`config.mk`:
```
export PLATFORM = sky130hd
export DESIGN_NAME = disk_mem_arbiter
export DESIGN_NICKNAME = d
export VERILOG_FILES = /design/src/rtl/disk_mem_arbiter.sv
export SDC_FILE = /design/constraint.sdc
export NUM_CORES = 1
export LEC_CHECK = 0
export CORE_ASPECT_RATIO = 0.9
export CORE_UTILIZATION = 60
export DETAILED_ROUTE_END_ITERATION = 8
export DONT_BUFFER_PORTS = 1
export HOLD_SLACK_MARGIN = 0.12
export PLACE_DENSITY = 0.75
export SETUP_SLACK_MARGIN = 0.02
export SLEW_MARGIN = 20
export SYNTH_ARGS = -nofsm -noshare
export SYNTH_HDL_FRONTEND = slang
export SYNTH_SLANG_ARGS = --single-unit
```
`constraint.sdc`:
```
create_clock -name clk -period 4.2 [get_ports clk]
set_input_delay 0.42 -clock clk [delete_from_list [all_inputs] [get_ports clk]]
set_output_delay 0.42 -clock clk [all_outputs]
set_load 0.01 [all_outputs]
```
`src/rtl/disk_mem_arbiter.sv`:
```
// disk_mem_arbiter: shares one byte-wide synchronous memory port between two
// requesters with sticky, burst-limited round-robin arbitration.
//   Grant is combinational from req and registered state (0-cycle latency).
//   Memory address/write strobe/write data are registered (1 cycle after grant).
//   Read data returns 2 cycles after the grant, tagged back to the issuing port.
// Ports:
//   clk, rstn                 clock, asynchronous active-low reset
//   pN_req/wen/addr/wdata     requester N access (held until granted)
//   pN_gnt                    combinational grant; access accepted on req & gnt
//   pN_rvalid, p_rdata        read return strobe per port, shared read byte
//   mem_addr/wen/wdata        registered memory-side command
//   mem_rdata                 synchronous RAM output (valid 1 cycle after mem_addr)
//   owner, busy               last granted port, read in flight
module disk_mem_arbiter #(
  parameter int unsigned MAX_BURST = 512,
  parameter int unsigned ADDR_W    = 41
) (
  input  logic              clk,
  input  logic              rstn,
  input  logic              p0_req,
  input  logic              p0_wen,
  input  logic [ADDR_W-1:0] p0_addr,
  input  logic [7:0]        p0_wdata,
  input  logic              p1_req,
  input  logic              p1_wen,
  input  logic [ADDR_W-1:0] p1_addr,
  input  logic [7:0]        p1_wdata,
  output logic              p0_gnt,
  output logic              p1_gnt,
  output logic              p0_rvalid,
  output logic              p1_rvalid,
  output logic [7:0]        p_rdata,
  output logic [ADDR_W-1:0] mem_addr,
  output logic              mem_wen,
  output logic [7:0]        mem_wdata,
  input  logic [7:0]        mem_rdata,
  output logic              owner,
  output logic              busy
);

  localparam int unsigned    BCW  = $clog2(MAX_BURST + 1);
  localparam logic [BCW-1:0] BMAX = BCW'(MAX_BURST);

  typedef enum logic [1:0] {
    IDLE   = 2'd0,
    BURST0 = 2'd1,
    BURST1 = 2'd2
  } state_t;

  state_t             state_q;
  logic               last_owner_q;
  logic [BCW-1:0]     bcnt_q;
  logic [ADDR_W-1:0]  mem_addr_q;
  logic               mem_wen_q;
  logic [7:0]         mem_wdata_q;
  // Two-stage read tag pipe: stage 1 = memory address issued, stage 2 = data on mem_rdata.
  logic               tag1_vld_q, tag1_port_q;
  logic               tag2_vld_q, tag2_port_q;

  logic               grant_vld;
  logic               grant_port;
  logic               cur_port;
  logic               cur_req;
  logic               oth_req;
  state_t             grant_state;

  logic               sel_wen;
  logic [ADDR_W-1:0]  sel_addr;
  logic [7:0]         sel_wdata;

  // Grant decision. In a burst the current owner keeps the port unless the other
  // side is waiting and the owner has used up its burst allowance.
  always_comb begin
    grant_vld  = 1'b0;
    grant_port = 1'b0;
    cur_port   = 1'b0;
    cur_req    = 1'b0;
    oth_req    = 1'b0;
    case (state_q)
      BURST0, BURST1: begin
        cur_port = (state_q == BURST1);
        cur_req  = cur_port ? p1_req : p0_req;
        oth_req  = cur_port ? p0_req : p1_req;
        if (cur_req && (!oth_req || (bcnt_q < BMAX))) begin
          grant_vld  = 1'b1;
          grant_port = cur_port;
        end else if (oth_req) begin
          grant_vld  = 1'b1;
          grant_port = ~cur_port;
        end
      end
      default: begin
        if (p0_req && p1_req) begin
          grant_vld  = 1'b1;
          grant_port = ~last_owner_q;
        end else if (p0_req || p1_req) begin
          grant_vld  = 1'b1;
          grant_port = p1_req;
        end
      end
    endcase
    // No grants while held in reset.
    grant_vld   = grant_vld & rstn;
    grant_state = grant_port ? BURST1 : BURST0;
  end

  assign p0_gnt = grant_vld & ~grant_port;
  assign p1_gnt = grant_vld &  grant_port;

  assign sel_wen   = grant_port ? p1_wen   : p0_wen;
  assign sel_addr  = grant_port ? p1_addr  : p0_addr;
  assign sel_wdata = grant_port ? p1_wdata : p0_wdata;

  always_ff @(posedge clk or negedge rstn) begin
    if (!rstn) begin
      state_q      <= IDLE;
      last_owner_q <= 1'b1;
      bcnt_q       <= '0;
      mem_addr_q   <= '0;
      mem_wen_q    <= 1'b0;
      mem_wdata_q  <= '0;
      tag1_vld_q   <= 1'b0;
      tag1_port_q  <= 1'b0;
      tag2_vld_q   <= 1'b0;
      tag2_port_q  <= 1'b0;
    end else begin
      if (grant_vld) begin
        state_q      <= grant_state;
        last_owner_q <= grant_port;
        // Re-grant to the same owner extends the burst (saturating); a new owner starts at 1.
        if (state_q == grant_state) begin
          if (bcnt_q != BMAX) bcnt_q <= bcnt_q + BCW'(1);
        end else begin
          bcnt_q <= BCW'(1);
        end
        mem_addr_q  <= sel_addr;
        mem_wdata_q <= sel_wdata;
        mem_wen_q   <= sel_wen;
      end else begin
        state_q   <= IDLE;
        bcnt_q    <= '0;
        mem_wen_q <= 1'b0;
      end
      tag1_vld_q  <= grant_vld & ~sel_wen;
      tag1_port_q <= grant_port;
      tag2_vld_q  <= tag1_vld_q;
      tag2_port_q <= tag1_port_q;
    end
  end

  assign mem_addr  = mem_addr_q;
  assign mem_wen   = mem_wen_q;
  assign mem_wdata = mem_wdata_q;
  assign p_rdata   = mem_rdata;
  assign p0_rvalid = tag2_vld_q & ~tag2_port_q;
  assign p1_rvalid = tag2_vld_q &  tag2_port_q;
  assign owner     = last_owner_q;
  assign busy      = tag1_vld_q | tag2_vld_q;

endmodule

```
**Yosys cells after proc, flatten, opt, wreduce, memory -nomap -nowiden**

Cells that the tools add are included.

- Flip-flop bits (word level): 67
- Input port bits: 112
- Word-level logic and storage cells: 56

- $lt $le $gt $ge: 1
- Reduce and logical (&&, ||, !) cells: 6
- Eq/ne operators: 5
- Bitwise operators: 12
- Add/sub/neg operators: 1
- Multiplexer cells: 21

Operator list:

| kind | count |
|---|---|
| $mux W41 | 1 |
| $mux W10 | 3 |
| $mux W1 | 14 |
| $add A10 B1 Y10 const B | 1 |
| $lt A10 B10 Y1 const B | 1 |
| $ne A10 B10 Y1 const B | 1 |
| $mux W8 | 1 |
| $and A1 B1 Y1 | 6 |
| $not A1 Y1 | 5 |
| $mux W2 | 2 |
| $ne A3 B2 Y1 const B | 1 |
| $eq A2 B1 Y1 const B | 1 |
| $eq A2 B2 Y1 | 1 |
| $eq A2 B2 Y1 const B | 1 |
| $logic_and A1 B1 Y1 | 2 |
| $logic_or A1 B1 Y1 | 2 |
| $reduce_or A2 Y1 | 1 |
| $logic_not A1 Y1 | 1 |
| $or A1 B1 Y1 | 1 |

**Logic depth before layout (Yosys ltp)**

- Word-level depth: 11
- Mapped depth: 9
- Mapped depth without buffers: 7

**Worst setup path before layout**

No wires, ideal clock.

- Path kind: reg-to-reg
- Start point: register state_q[0]
- End point: register bcnt_q[1]
- Data arrival time: 2,332 ps
- Setup slack: 1,788 ps
- Buffers on the path: 0
- Setup time: 80 ps
- Cell stages (with the launch flop): 8
- Cells stage by stage: dfrtp_1 inv_1 ha_1 or3b_2 a21oi_1 nor4_1 nand4_1 a21oi_2

- Longest elaborated chain between the ends: 11

RTL lines:

| what | line | RTL |
|---|---|---|
| start, declared | 50 | `state_t state_q;` |
| start signal, assigned | 128 | `state_q <= grant_state;` |
| $eq A2 B2 Y1 | n/a |  |
| $mux W1 | 83 | `oth_req = cur_port ? p0_req : p1_req;` |
| $logic_not A1 Y1 | 84 | `if (cur_req && (!oth_req \|\| (bcnt_q < BMAX))) begin` |
| $logic_or A1 B1 Y1 | 84 |  |
| $logic_and A1 B1 Y1 | 84 |  |
| $mux W1 | 84 |  |
| $mux W1 | 79 | `case (state_q)` |
| $mux W2 | 104 | `grant_state = grant_port ? BURST1 : BURST0;` |
| $eq A2 B2 Y1 | 131 | `if (state_q == grant_state) begin` |
| $mux W10 | 131 |  |
| $mux W10 | 127 | `if (grant_vld) begin` |
| end signal, assigned | 132 | `if (bcnt_q != BMAX) bcnt_q <= bcnt_q + BCW'(1);` |
| end, declared | 52 | `logic [BCW-1:0] bcnt_q;` |

Several ways; a longest one is shown, not always the timed one.
A chain may end at the register's enable or synchronous reset.

**Worst setup path after layout**

- Start point: register state_q[0]
- End point: output port p1_gnt

- Longest elaborated chain between the ends: 9

RTL lines:

| what | line | RTL |
|---|---|---|
| $eq A2 B2 Y1 | n/a |  |
| $mux W1 | 83 |  |
| $logic_not A1 Y1 | 84 |  |
| $logic_or A1 B1 Y1 | 84 |  |
| $logic_and A1 B1 Y1 | 84 |  |
| $mux W1 | 84 |  |
| $mux W1 | 79 |  |
| $and A1 B1 Y1 | 103 | `grant_vld = grant_vld & rstn;` |
| $and A1 B1 Y1 (*) | 108 | `assign p1_gnt = grant_vld & grant_port;` |
| end, declared | 29 | `output logic p1_gnt,` |

Mark *: on every way between the ends. The rest lies on a longest branch, timed or not.

==> reports/metrics.yaml <==
status: "complete, no violations"
cts-htree-levels: 3
viasPerCell: 5.982
rsz0062_at_grt: "false"
drtIter0Drc: 96
avgSynthCellArea_um2: 10.09
period_minus_slack_ps: 3201
synth_edf_count: 0
clock_skew_ps: 9.324
timing.final.crit_share_pct: 76.20
wl_um: 6821
clock_latency_ps: 350
die_h_um: 73.44
drive_gt1_share_pct: 11.48
drt-wirelength-per-cell_um: 17.14
design_area_um2: 3638
syn_nets: 453
setup_viol_count_final: 0
syn_area_um2: 3402
critical_path.max_stage_delay_ps: 670
ys_seq_elements: 67
clock-root-buffer: "clkbuf_8"
cts.sinks: 67
diodes: 0
syn_inst: 337
slowest_stage: "a221oi_1"
start_util_pct: 63.60
max_cap_violations: 0
powerDensity_nw_per_um2: 506.4
post_cts_buffers: 0
peakVddDrop_mv: 0.2928
dr_total_vias: 2381
cp-end-kind: "primary output"
grt_pass1_wl_um: 10220
grt_max_degree: 68
worstSetupStartpointType: "flop"
routabilityCongestion: 0.8647
numCtsBuffers: 9
clkTransAtPathRegs_ps: 70
rows: 25
core_um2: 5349
worstSetupPathType: "flop to primary output"
yosys_warnings: 0
antenna_found_initial: 0
grt_overflow: 0
path_cells: "inv_1 -> ha_1 -> a21bo_1 -> a221oi_1 -> nor2_4 -> nor2_1"
critPathRequiredTime_ps: 3780
hold_viol_final: 0
synth_cell_type_count: 43
ys_async_sr_fraction_pct: 100.0
holdWs_ps: 282.6
leakage_nw: 1.634
die_w_um: 81.37
crit_fanout: 27
cp.arrival_ps: 2780
ant_nets: 0
grt_pass1_vias: 2348
drv_slew: 0
place_area_um2: 3374
cts_tree: "done"
grt_use_total_pct: 23.23
hpwlAfterDp_um: 4822
die_area_um2: 5975
drc: 0
worst_slew_pin_slew_ps: 940.3
fin_nets: 442
worstHoldPathType: "input pin to flop"
first_pass_iters: 4
yosysSeqAreaShare_pct: 49.32
finish.utilization_pct: 68.02
port_buffers: 0
maxSlewHeadroom_pct: 37.16
nFillCells: 408
io_pins: 176
syn2layout_area_growth_pct: 6.951
fmax_mhz: 312.4
cts.path.max_buffers: 2
synth-main-ff-cell: "dfrtp_1"
tns_ps: 0
layer usage:
metal / wire (um) / GRT usage (%) / up-vias / part of all wire [%]
li1: - / - / 1154 / -
met1: 2683 / 25.90 / 1098 / 39
met2: 3355 / 38.06 / 120 / 49
met3: 702 / 10.56 / 9 / 10
met4: 80 / 10.32 / 0 / 1.2
met5: 0 / 0 / - / 0
through the flow:
step           setup WS, ps  power [mW]  std cells
6_report              999.5       1.843        398
5_1_grt               781.6       1.941        398
4_1_cts               938.5       1.865        398
3_5_place_dp           1195       1.249        380
3_3_place_gp           1313       1.233        380
2_1_floorplan          1788       1.185        337
worst paths after layout:
kind,from,end,slack [ps],depth (start not counted)
hold reg to reg,tag1_port_q,tag2_port_q,360,0
min in group asynchronous,rstn,state_q[0],620,2
max in group asynchronous,rstn,owner,3260,2
setup / recovery,state_q[0],p1_gnt,1000,6
hold / removal,p1_addr[3],mem_addr[3],280,2
setup reg to reg,state_q[0],tag1_vld_q,1190,8
where the power goes:
group / switching, mW / leakage (nW) / internal (mW)
clock network: 0.244 / 0.108 / 0.350
logic: 0.204 / 0.747 / 0.156
registers: 0.129 / 0.779 / 0.760
total: 0.577 / 1.63 / 1.27
cells in the mapped netlist, drive strengths merged (2+ instances only):
| cell | n | area share (%) |
|---|---|---|
| dfrtp | 66 | 49 |
| a21oi | 65 | 11 |
| nor2 | 58 | 6.4 |
| mux2i | 50 | 15 |
| buf | 17 | 3.3 |
| clkbuf | 10 | 1.1 |
| nand2 | 9 | 0.99 |
| nand3 | 6 | 0.88 |
| inv | 5 | 0.55 |
| xor2 | 5 | 1.3 |
| ha | 4 | 1.5 |
| and2 | 3 | 0.55 |
| nor2b | 3 | 0.55 |
| or2 | 3 | 0.55 |
| xnor2 | 3 | 0.77 |
| a2111o | 2 | 0.66 |
| nand3b | 2 | 0.44 |
| nor4 | 2 | 0.37 |
| or3 | 2 | 0.37 |
| or4 | 2 | 0.44 |
sequential cells by signal (all words and copies together) (netlist names):
signal / cells
mem_addr: 41
bcnt_q: 10
mem_wdata: 8
state_q: 2
mem_wen: 1
owner: 1
tag1_port_q: 1
tag1_vld_q: 1
tag2_port_q: 1
tag2_vld_q: 1
placed cells by master (no fill, tap or decap), types with 3 or more instances in the layout:
master	synthesis	final
dfrtp_1	66	66
a21oi_1	56	56
nor2_1	58	56
mux2i_1	50	50
clkbuf_8	0	10
nand2_1	9	9
a21oi_2	9	9
nand3_1	6	6
inv_1	5	5
xor2_1	5	5
ha_1	4	4
and2_1	3	3
nor2b_1	3	3
or2_2	3	3
xnor2_1	3	3
buf_4	8	3
final cells by class:
cell class | count | area (um2) | area share, %
inverters | 5 | 18.77 | 0.5158
clock inverters | 6 | 88.84 | 2.442
well taps | 67 | 83.83 | 2.304
multi-input cells | 238 | 1572 | 43.19
clock buffers | 10 | 137.6 | 3.783
repair buffers | 5 | 60.06 | 1.651
flip-flops and latches | 67 | 1678 | 46.11
cell families (layout without fill, tap and decap cells):
group,count (synthesis),after routing,share of synthesized area (%)
AO/OA/AOI/OAI,78,78,14.05
XOR/XNOR,8,8,2.060
adder cells (fa/ha/maj),4,4,1.471
multiplexers,51,51,15.04
flip-flops,67,67,49.32
buffers and inverters,32,26,4.929
AND/OR/NAND/NOR,97,97,13.13
what timing repair did:
item,CTS,global route
endpoints found under the hold margin,67,0
resized for setup,0,0
hold buffers,2,0
worst max-delay path, delay by kind of cell, from the launching register on:
kind                     cells  cell delay [ps]
AO/OA/AOI/OAI                2              930
flip-flops                   1              390
AND/OR/NAND/NOR              2              690
adder cells (fa/ha/maj)      1              320
buffers and inverters        1              120
Note: power is estimated with default switching activity, not from simulation.
